[config.mk]
export PLATFORM = sky130hd
export DESIGN_NAME = tmds_encoder_mc
export DESIGN_NICKNAME = d
export VERILOG_FILES = /design/src/rtl/tmds_pkg.sv /design/src/rtl/tmds_lane.sv /design/src/rtl/tmds_encoder_mc.sv
export SDC_FILE = /design/constraint.sdc
export NUM_CORES = 1
export LEC_CHECK = 0
export ABC_AREA = 1
export CELL_PAD_IN_SITES_DETAIL_PLACEMENT = 1
export CELL_PAD_IN_SITES_GLOBAL_PLACEMENT = 1
export CORE_MARGIN = 2
export CORE_UTILIZATION = 39
export CTS_BUF_LIST = sky130_fd_sc_hd__clkbuf_8 sky130_fd_sc_hd__clkbuf_16
export DETAILED_ROUTE_END_ITERATION = 8
export PLACE_DENSITY_LB_ADDON = 0.1
export SLEW_MARGIN = 15
export SYNTH_ARGS = -nofsm -noshare
export SYNTH_HDL_FRONTEND = slang
export SYNTH_HIERARCHICAL = 1
export SYNTH_SLANG_ARGS = --single-unit
[constraint.sdc]
create_clock -name i_clk -period 4.25 [get_ports i_clk]
set_clock_uncertainty 0.05 [all_clocks]
set_input_delay 0.85 -clock i_clk [delete_from_list [all_inputs] [get_ports i_clk]]
set_output_delay 0.85 -clock i_clk [all_outputs]
set_load 0.02 [all_outputs]
[src/rtl/tmds_pkg.sv]
// Shared constants and helpers for the multi-lane HDMI TMDS encoder.
// Symbol constants are written as o_tmds[9:0]; bit 0 leaves the serialiser first.
package tmds_pkg;

    localparam logic [1:0] MODE_CTRL  = 2'b00;
    localparam logic [1:0] MODE_VIDEO = 2'b01;
    localparam logic [1:0] MODE_TERC4 = 2'b10;
    localparam logic [1:0] MODE_GB    = 2'b11;

    localparam logic [9:0] CTRL_00 = 10'b1101010100;
    localparam logic [9:0] CTRL_01 = 10'b0010101011;
    localparam logic [9:0] CTRL_10 = 10'b0101010100;
    localparam logic [9:0] CTRL_11 = 10'b1010101011;

    localparam logic [9:0] GB_VID_02 = 10'b1011001100;
    localparam logic [9:0] GB_VID_1  = 10'b0100110011;

    function automatic logic [9:0] ctrl_encode(input logic [1:0] c);
        logic [9:0] s;
        unique case (c)
            2'b00: s = CTRL_00;
            2'b01: s = CTRL_01;
            2'b10: s = CTRL_10;
            2'b11: s = CTRL_11;
        endcase
        return s;
    endfunction

    function automatic logic [9:0] terc4_encode(input logic [3:0] nib);
        logic [9:0] s;
        unique case (nib)
            4'h0: s = 10'b1010011100;
            4'h1: s = 10'b1001100011;
            4'h2: s = 10'b1011100100;
            4'h3: s = 10'b1011100010;
            4'h4: s = 10'b0101110001;
            4'h5: s = 10'b0100011110;
            4'h6: s = 10'b0110001110;
            4'h7: s = 10'b0100111100;
            4'h8: s = 10'b1011001100;
            4'h9: s = 10'b0100111001;
            4'hA: s = 10'b0110011100;
            4'hB: s = 10'b1011000110;
            4'hC: s = 10'b1010001110;
            4'hD: s = 10'b1001110001;
            4'hE: s = 10'b0101100011;
            4'hF: s = 10'b1011000011;
        endcase
        return s;
    endfunction

    function automatic logic [3:0] popcount8(input logic [7:0] b);
        logic [3:0] n;
        n = '0;
        for (int i = 0; i < 8; i++) n = n + {3'b000, b[i]};
        return n;
    endfunction

endpackage

[src/rtl/tmds_lane.sv]
// One TMDS lane: stage 1 builds q_m, stage 2 picks the symbol and
// tracks running disparity. LANE_IDX selects the guard-band code.
module tmds_lane
    import tmds_pkg::*;
#(
    parameter int LANE_IDX = 0,
    parameter int DISP_W   = 5
) (
    input  logic                     i_clk,
    input  logic                     i_rst_n,
    input  logic                     i_ce,
    input  logic [1:0]               i_mode,
    input  logic                     i_gb_island,
    input  logic [7:0]               i_pixel,
    input  logic [1:0]               i_ctrl,
    input  logic [3:0]               i_terc4,
    output logic [9:0]               o_tmds,
    output logic signed [DISP_W-1:0] o_disparity
);

    localparam logic signed [DISP_W-1:0] TWO = DISP_W'(2);

    logic [8:0] qm_d;
    logic [3:0] n1_pix;
    logic       use_xnor;

    logic [8:0] s1_qm;
    logic [1:0] s1_mode;
    logic [1:0] s1_ctrl;
    logic [3:0] s1_terc4;
    logic       s1_gb;

    logic [3:0]               ones;
    logic                     q8;
    logic signed [DISP_W-1:0] bal;
    logic                     cnt_pos, cnt_neg, bal_pos, bal_neg;
    logic [9:0]               sym_nxt;
    logic signed [DISP_W-1:0] cnt_nxt;

    always_comb begin
        n1_pix   = popcount8(i_pixel);
        use_xnor = (n1_pix > 4'd4) || (n1_pix == 4'd4 && !i_pixel[0]);
        qm_d     = '0;
        qm_d[0]  = i_pixel[0];
        for (int i = 1; i < 8; i++) begin
            qm_d[i] = use_xnor ? ~(qm_d[i-1] ^ i_pixel[i])
                               :  (qm_d[i-1] ^ i_pixel[i]);
        end
        qm_d[8] = ~use_xnor;
    end

    always_ff @(posedge i_clk or negedge i_rst_n) begin
        if (!i_rst_n) begin
            s1_qm    <= '0;
            s1_mode  <= MODE_CTRL;
            s1_ctrl  <= 2'b00;
            s1_terc4 <= '0;
            s1_gb    <= 1'b0;
        end else if (i_ce) begin
            s1_qm    <= qm_d;
            s1_mode  <= i_mode;
            s1_ctrl  <= i_ctrl;
            s1_terc4 <= i_terc4;
            s1_gb    <= i_gb_island;
        end
    end

    // bal = n1 - n0 of q_m[7:0], always even in -8..8
    always_comb begin
        ones    = popcount8(s1_qm[7:0]);
        q8      = s1_qm[8];
        bal     = DISP_W'(ones) + DISP_W'(ones) - DISP_W'(8);
        cnt_neg = o_disparity[DISP_W-1];
        cnt_pos = !cnt_neg && (o_disparity != '0);
        bal_neg = bal[DISP_W-1];
        bal_pos = !bal_neg && (bal != '0);
        sym_nxt = CTRL_00;
        cnt_nxt = '0;
        unique case (s1_mode)
            MODE_VIDEO: begin
                unique case (1'b1)
                    (o_disparity == '0) || (bal == '0): begin
                        sym_nxt = {~q8, q8, q8 ? s1_qm[7:0] : ~s1_qm[7:0]};
                        cnt_nxt = q8 ? o_disparity + bal : o_disparity - bal;
                    end
                    (cnt_pos && bal_pos) || (cnt_neg && bal_neg): begin
                        sym_nxt = {1'b1, q8, ~s1_qm[7:0]};
                        cnt_nxt = o_disparity + (q8 ? TWO : '0) - bal;
                    end
                    default: begin
                        sym_nxt = {1'b0, q8, s1_qm[7:0]};
                        cnt_nxt = o_disparity - (q8 ? '0 : TWO) + bal;
                    end
                endcase
            end
            MODE_CTRL:  sym_nxt = ctrl_encode(s1_ctrl);
            MODE_TERC4: sym_nxt = terc4_encode(s1_terc4);
            MODE_GB: begin
                if (s1_gb)
                    sym_nxt = (LANE_IDX == 0) ? terc4_encode(s1_terc4) : GB_VID_1;
                else
                    sym_nxt = (LANE_IDX % 2 == 0) ? GB_VID_02 : GB_VID_1;
            end
        endcase
    end

    always_ff @(posedge i_clk or negedge i_rst_n) begin
        if (!i_rst_n) begin
            o_tmds      <= CTRL_00;
            o_disparity <= '0;
        end else if (i_ce) begin
            o_tmds      <= sym_nxt;
            o_disparity <= cnt_nxt;
        end
    end

endmodule

[src/rtl/tmds_encoder_mc.sv]
// Multi-lane HDMI TMDS encoder: NUM_CH lanes in lockstep plus a
// mode pipeline matching the two-stage lane latency.
module tmds_encoder_mc
    import tmds_pkg::*;
#(
    parameter int NUM_CH = 3,
    parameter int DISP_W = 5
) (
    input  logic                       i_clk,
    input  logic                       i_rst_n,
    input  logic                       i_ce,
    input  logic [1:0]                 i_mode,
    input  logic                       i_gb_island,
    input  logic [8*NUM_CH-1:0]        i_pixel,
    input  logic [2*NUM_CH-1:0]        i_ctrl,
    input  logic [4*NUM_CH-1:0]        i_terc4,
    output logic [10*NUM_CH-1:0]       o_tmds,
    output logic [1:0]                 o_mode,
    output logic [DISP_W*NUM_CH-1:0]   o_disparity
);

    logic [1:0] mode_s1;

    for (genvar n = 0; n < NUM_CH; n++) begin : g_lane
        tmds_lane #(
            .LANE_IDX (n),
            .DISP_W   (DISP_W)
        ) u_lane (
            .i_clk       (i_clk),
            .i_rst_n     (i_rst_n),
            .i_ce        (i_ce),
            .i_mode      (i_mode),
            .i_gb_island (i_gb_island),
            .i_pixel     (i_pixel[8*n +: 8]),
            .i_ctrl      (i_ctrl[2*n +: 2]),
            .i_terc4     (i_terc4[4*n +: 4]),
            .o_tmds      (o_tmds[10*n +: 10]),
            .o_disparity (o_disparity[DISP_W*n +: DISP_W])
        );
    end

    always_ff @(posedge i_clk or negedge i_rst_n) begin
        if (!i_rst_n) begin
            mode_s1 <= MODE_CTRL;
            o_mode  <= MODE_CTRL;
        end else if (i_ce) begin
            mode_s1 <= i_mode;
            o_mode  <= mode_s1;
        end
    end

endmodule

==> results of run 1 <==
==> cell usage after synthesis (all sizes together) (7+ instances only) <==
| cell type | n | share of area [%] |
|---|---|---|
| clkbuf | 14 | 0.56 |
| xnor2 | 16 | 1.5 |
| nand3 | 105 | 6.0 |
| nand2 | 311 | 13 |
| a21oi | 53 | 3.1 |
| ha | 97 | 13 |
| inv | 219 | 8.7 |
| o21ai | 120 | 6.9 |
| xor2 | 19 | 1.8 |
| buf | 16 | 1.1 |
| o211ai | 15 | 1.2 |
| dfstp | 15 | 4.2 |
| a22oi | 11 | 0.88 |
| dfrtp | 87 | 23 |
| fa | 39 | 8.3 |
| nor2 | 75 | 3.4 |
| a31oi | 7 | 0.46 |
==> stage by stage <==
| stage | TNS (ns) | area [µm²] | util, % | hold slack (ns) | std cells |
|---|---|---|---|---|---|
| final | -0.6071 | 12500 | 52.95 | 0.4228 | 1772 |
| after global routing | -4.430 | 12500 | 52.95 | 0.4640 | 1772 |
| after detailed placement | -10.57 | 11340 | 48.03 | 0.4089 | 1730 |
| after floorplan | -0.007909 | 9460 | - | 0.3917 | 1257 |
| after global placement | -6.150 | 11340 | 48.03 | 0.4016 | 1730 |
| after CTS | -0.6967 | 12090 | 51.21 | 0.4278 | 1759 |
==> metal layers <==
metal  vias to the layer above  part of all wire [%]
li1                       4402                     -
met1                      4493                    43
met2                       129                    52
met3                        35                   2.5
met4                         0                   1.7
met5                         -                     0
==> final cells by class <==
| class | instances | area (µm²) |
|---|---|---|
| clock inverters | 7 | 113.9 |
| flip-flops and latches | 102 | 2571 |
| fillers | 2927 | 11110 |
| well taps | 319 | 399.1 |
| repair inverters | 1 | 6.256 |
| clock buffers | 9 | 225.2 |
| inverters | 221 | 839.6 |
| multi-input cells | 904 | 6469 |
| repair buffers | 209 | 1878 |
==> tightest hold or removal path, stage by stage, from the launching register on <==
cell	delay [ns]
dfrtp_1	0.34
nand2_1	0.05
nand2_1	0.05
==> repair_timing <==
item / 4_1_cts / 5_1_grt
resized for setup: 96 / 83
endpoints found under the hold margin: 0 / 0
gates cloned: 1 / 0
setup buffers: 13 / 14
endpoints found under the setup margin: 44 / 49
pin swaps: 58 / 57
==> logic make-up after synthesis <==
kind of cell	share of synthesized area, %
compound gates	14.04
buf+inv	10.45
flops	27.25
simple gates	23.87
fa+ha+maj	21.14
xor+xnor	3.249
==> how the worst max path moves through the flow <==
stage / from / endpoint / cells after the start
3_5_place_dp: i_pixel[0] / g_lane[0].u_lane/s1_qm[6] / 17
4_1_cts: g_lane[2].u_lane/s1_qm[3] / g_lane[2].u_lane/o_disparity[4] / 21
5_1_grt: g_lane[1].u_lane/s1_qm[1] / g_lane[1].u_lane/o_disparity[4] / 21
3_3_place_gp: i_pixel[0] / g_lane[0].u_lane/s1_qm[6] / 17
2_1_floorplan: g_lane[1].u_lane/s1_qm[0] / g_lane[1].u_lane/o_disparity[4] / 20
6_report: g_lane[2].u_lane/s1_qm[0] / g_lane[2].u_lane/o_disparity[3] / 17
==> state kept, by name, indices dropped and copies added, names as in the netlist <==
| signal | count |
|---|---|
| g_lane.u_lane/o_tmds | 30 |
| o_mode | 2 |
| g_lane.u_lane/s1_terc4 | 12 |
| g_lane.u_lane/s1_ctrl | 6 |
| mode_s1 | 2 |
| g_lane.u_lane/s1_qm | 27 |
| g_lane.u_lane/s1_gb | 2 |
| g_lane.u_lane/o_disparity | 15 |
| g_lane.u_lane/s1_mode | 6 |
==> metrics, run 1 <==
master cell of the clock root buffer clkbuf_16; final number of hold-violating endpoints 0; class of the worst hold path reg -> reg; final antenna diode count 0; Die Width 159.5 µm; Post-CTS Hold Buffers 0; dominant delay contributor by cell family on the critical path adder cells; maximum root-to-sink buffer count 2; busiest layer in global routing met2; clock buffer count from CTS 9; largest net degree at the start of global routing 126; Min-Delay Path Depth 2; synth-to-layout area growth 32.50%; fmax between 200 and 250 MHz; relative max-transition margin around 37%; Worst Max-Slew Pin Slew 0.9362 ns; leading cell type in the layout, fill and taps excluded nand2_1; Async S/R FF share, synth 100.0%; area of the placeable core 23,610 µm²; nets@finish 1,632; drc violations 0; data arrival time at the worst-slack endpoint 4.56 ns; warning count from the yosys run 6; r2r setup slk -0.14 ns; residual overflow from global routing 0; reg2reg start g_lane[2].u_lane/s1_qm[0]; post-synth net total about 1,400; depth of the worst register-to-register path 17; max-slew violation count 0; routed vias 9,059; Cell Area, Synth 9435 µm²; RR Endpoint g_lane[2].u_lane/o_disparity[3]; worst hold start mode_s1[0]; floorplan die area 25,450 µm²; # IOs between 90 and 100; residual antenna-violating net count after detailed routing 0; part of the Yosys area used for sequential elements 27.25%; critical path required time 4.42 ns; mean post-synth cell area 7.506 µm²; vias in the first global route 9,692; violations in the final reports setup timing; EDFF count, synth 0; Slowest-stage cell, CP fa_1; global-route wire length before repair between 40 and 50 mm; final estimated routing congestion in global placement 0.8272; drt total wl 29.96 mm; DRT iter0 DRCs 381; type of the worst setup path reg -> reg; unrepaired setup endpoints after global routing true; Setup Viol. Count Final 8; kind of capture point of the worst setup path flip-flop; share of cells above drive strength 1 between 20% and 30%; TritonCTS clock tree built; floorplan die height about 160 µm; Placement Setup Slack -0.5453 ns; Avg WL per Cell 16.91 µm; num rows 56; commonest non-fill, non-tap cells in the layout 280 x nand2_1, 169 x inv_1, 106 x buf_4; Clock transition at path regs 0.08 ns; crit path time final 4.392 ns; initial antenna violation count 0; total number of clock tree sinks approximately 100; worst setup slack after layout -0.1424 ns; cell-by-cell listing of the critical path inv_2 -> fa_1 -> fa_1 -> fa_1 -> inv_2 -> ha_4 -> fa_2 -> inv_2 -> buf_6 -> ha_4 -> buf_4 -> fa_2 -> xnor2_1 -> nand2_1 -> o21ai_0 -> o21ai_1 -> o21ai_0; largest stage delay on the critical path 0.55 ns; Pre-antenna DRT Iters 4; number of standard cells after synthesis 1,257; buffers added on ports 94; Seq cells post-synth 102; outcome complete, but fails checks; type of element launching the critical path flip-flop; post-DR vias/cell 5.112; sink of the worst hold path mode_s1[0]; global-route met3 utilization 2.344%; crit share post-route 103.4%; met1 capacity usage during global routing 29.60%; met2 track utilization from global routing 42.60%; placed wire-length estimate after detailed placement 21.84 mm; starting density of the core 39.96%; Distinct cells, synth 44; clock insertion delay at the later pin of the skew report 0.36 ns; biggest fanout along the worst timing path 2; overall routing resource usage about a quarter; primary flip-flop cell chosen by synthesis mapping dfrtp_1; CTS H-tree lvls 3; number of buffers and inverters on the critical path 5; max-cap viol count 0
Power of run 1 is not shown: default switching activity piles up to over one toggle a cycle in this logic, so the estimate is an artifact.
==> run 2, diff against run 1 <==
--- a/config.mk
+++ b/config.mk
@@ -12,6 +12,7 @@
 export CORE_UTILIZATION = 39
 export CTS_BUF_LIST = sky130_fd_sc_hd__clkbuf_8 sky130_fd_sc_hd__clkbuf_16
 export DETAILED_ROUTE_END_ITERATION = 8
+export MAX_ROUTING_LAYER = met4
 export PLACE_DENSITY_LB_ADDON = 0.1
 export SLEW_MARGIN = 15
 export SYNTH_ARGS = -nofsm -noshare
==> run 2 against run 1 <==
  * The flow still finishes with violations (setup timing)
  * Die area unchanged
  * Core utilization about the same
  * Largest cell class unchanged
  * First-iteration DRC count grew 7.3%
  * Critical path type unchanged
==> metrics, run 2 (synthesis results as in run 1) <==
master cell of the clock root buffer clkbuf_16; data arrival time at the worst-slack endpoint 4.57 ns (about the same); drc violations 0 (unchanged); area occupied by multi-input gates 6469 µm² (unchanged); floorplan die height 159.5 µm (unchanged); met2 track utilization from global routing 42.58% (about the same); fmax 227.6 MHz (about the same); Slowest-stage cell, CP fa_2; number of flip-flops in the largest register 30 (unchanged); clock insertion delay at the later pin of the skew report 0.36 ns (about the same); CTS H-tree lvls 3 (unchanged); critical path required time 4.42 ns (about the same); DRT iter0 DRCs 409 (+7.3%); share of cells above drive strength 1 23.55% (-0.053 points); routed vias 9,070 (+0.12%); Worst Max-Slew Pin Slew 0.9286 ns (-0.007542 ns); global-route wire length before repair 48.67 mm (about the same); crit path time final 4.394 ns (+0.001395 ns); RR Endpoint g_lane[2].u_lane/o_disparity[3]; largest net degree at the start of global routing 126 (unchanged); outcome complete, but fails checks; unrepaired setup endpoints after global routing true; number of buffers and inverters on the critical path 5 (unchanged); Die Width 159.5 µm (unchanged); Clock transition at path regs 0.08 ns (about the same); number of logic stages on the critical path including buffering 17 (unchanged); commonest non-fill, non-tap cells in the layout 280 x nand2_1, 169 x inv_1, 105 x buf_4; maximum root-to-sink buffer count 2 (unchanged); floorplan die area 25,450 µm² (unchanged); violations in the final reports setup timing; r2r setup slk -0.14 ns (about the same); biggest fanout along the worst timing path 2 (unchanged); buffers added on ports 94 (unchanged); worst setup slack after layout -0.1438 ns (-0.001395 ns); Top reg by flops g_lane.u_lane/o_tmds; clock buffer count from CTS 9 (unchanged); Fin Hold WS 0.4225 ns (-0.0002690 ns); drt total wl 29.95 mm (about the same); class of the worst hold path reg -> reg; final number of hold-violating endpoints 0 (unchanged); relative max-transition margin 37.86% (+0.50 points); worst hold start mode_s1[0]; cell-by-cell listing of the critical path inv_2 -> fa_1 -> fa_1 -> fa_1 -> inv_2 -> ha_4 -> fa_2 -> inv_2 -> buf_6 -> ha_4 -> buf_4 -> fa_2 -> xnor2_1 -> nand2_1 -> o21ai_0 -> o21ai_1 -> o21ai_0; vias in the first global route 9,688 (-0.041%); crit share post-route 103.4% (about the same); largest stage delay on the critical path 0.53 ns (-0.02 ns); Pre-antenna DRT Iters 4 (unchanged); Filler Cells Inserted 2,927 (unchanged); TritonCTS clock tree built; residual antenna-violating net count after detailed routing 0 (unchanged); residual overflow from global routing 0 (unchanged); sink of the worst hold path mode_s1[0]; registers with the highest flip-flop counts g_lane.u_lane/o_tmds: 30 flops, g_lane.u_lane/s1_qm: 27 flops, g_lane.u_lane/o_disparity: 15 flops; dominant delay contributor by cell family on the critical path adder cells; final estimated routing congestion in global placement 0.8398 (+1.5%); met1 capacity usage during global routing 29.64% (+0.033 points); global-route met3 utilization 2.318% (-0.026 points); standard cell area after detailed placement 11,340 µm² (unchanged); area of the placeable core 23,610 µm² (unchanged); Placement Setup Slack -0.5453 ns (unchanged); type of element launching the critical path flip-flop; leading cell type in the layout, fill and taps excluded nand2_1; max-cap viol count 0 (unchanged); final antenna diode count 0 (unchanged); starting density of the core 39.96% (unchanged); total number of clock tree sinks 102 (unchanged); nets@finish 1,631 (-0.061%); Avg WL per Cell 16.91 µm (about the same); Min-Delay Path Depth 2 (unchanged); reg2reg start g_lane[2].u_lane/s1_qm[3]; num rows 56 (unchanged); initial antenna violation count 0 (unchanged); placed wire-length estimate after detailed placement 21.84 mm (unchanged); Non-Filler Cell Area, Final 12,490 µm² (about the same); kind of capture point of the worst setup path flip-flop; # IOs 95 (unchanged); busiest layer in global routing met2; post-DR vias/cell 5.121 (+0.18%); Setup Viol. Count Final 8 (unchanged); max-slew violation count 0 (unchanged); type of the worst setup path reg -> reg; share of the core filled with cells 52.91% (about the same); depth of the worst register-to-register path 17 (unchanged); overall routing resource usage 24.14% (+0.71 points); synth-to-layout area growth 32.42% (about the same); register area 2571 µm² (unchanged)
==> run 2: layout make-up <==
type / instances / share of cell area (%)
multi-input cells: 904 / 51.77
repair inverters: 1 / 0.05007
flip-flops and latches: 102 / 20.58
clock inverters: 7 / 0.9113
inverters: 221 / 6.719
well taps: 319 / 3.194
repair buffers: 208 / 14.97
clock buffers: 9 / 1.803
==> run 2: through the flow <==
stage                TNS (ns)  cells
detailed placement     -10.57   1730
global route           -4.669   1771
floorplan           -0.007909   1257
CTS                   -0.6967   1759
finish                -0.5578   1771
global placement       -6.150   1730
==> run 2: metal layers <==
layer / part of all wire, % / vias up
met5: 0 / -
met1: 44 / 4506
li1: - / 4401
met4: 1.7 / 0
met2: 52 / 129
met3: 2.3 / 34
==> run 2: worst max-delay path by stage <==
stage | from | endpoint | slack (ns)
floorplan | g_lane[1].u_lane/s1_qm[0] | g_lane[1].u_lane/o_disparity[4] | -0.008
global placement | i_pixel[0] | g_lane[0].u_lane/s1_qm[6] | -0.39
detailed placement | i_pixel[0] | g_lane[0].u_lane/s1_qm[6] | -0.55
CTS | g_lane[2].u_lane/s1_qm[3] | g_lane[2].u_lane/o_disparity[4] | -0.17
global route | g_lane[1].u_lane/s1_qm[1] | g_lane[1].u_lane/o_disparity[4] | -0.32
finish | g_lane[2].u_lane/s1_qm[3] | g_lane[2].u_lane/o_disparity[3] | -0.14
==> run 2: timing repair <==
item                                    in CTS  in global routing
pin swaps                                   58                 52
hold buffers                                 0                  0
cloned                                       1                  0
gates resized for setup                     96                 83
buffers inserted                            13                 13
endpoints found under the setup margin      44                 49
==> run 2: tightest hold or removal path, cell delays in order (launching register included) <==
cell	delay [ns]
dfrtp_1	0.34
nand2_1	0.05
nand2_1	0.05
Power of run 2 is left out for the same reason.
==> run 3, diff against run 2 <==
--- a/config.mk
+++ b/config.mk
@@ -11,6 +11,7 @@
 export CORE_MARGIN = 2
 export CORE_UTILIZATION = 39
 export CTS_BUF_LIST = sky130_fd_sc_hd__clkbuf_8 sky130_fd_sc_hd__clkbuf_16
+export CTS_CLUSTER_SIZE = 30
 export DETAILED_ROUTE_END_ITERATION = 8
 export MAX_ROUTING_LAYER = met4
 export PLACE_DENSITY_LB_ADDON = 0.1
==> results of run 3 <==
Same layout as run 2: the final DEF is identical, and so are final timing and power.
Power of run 3 is left out for the same reason.
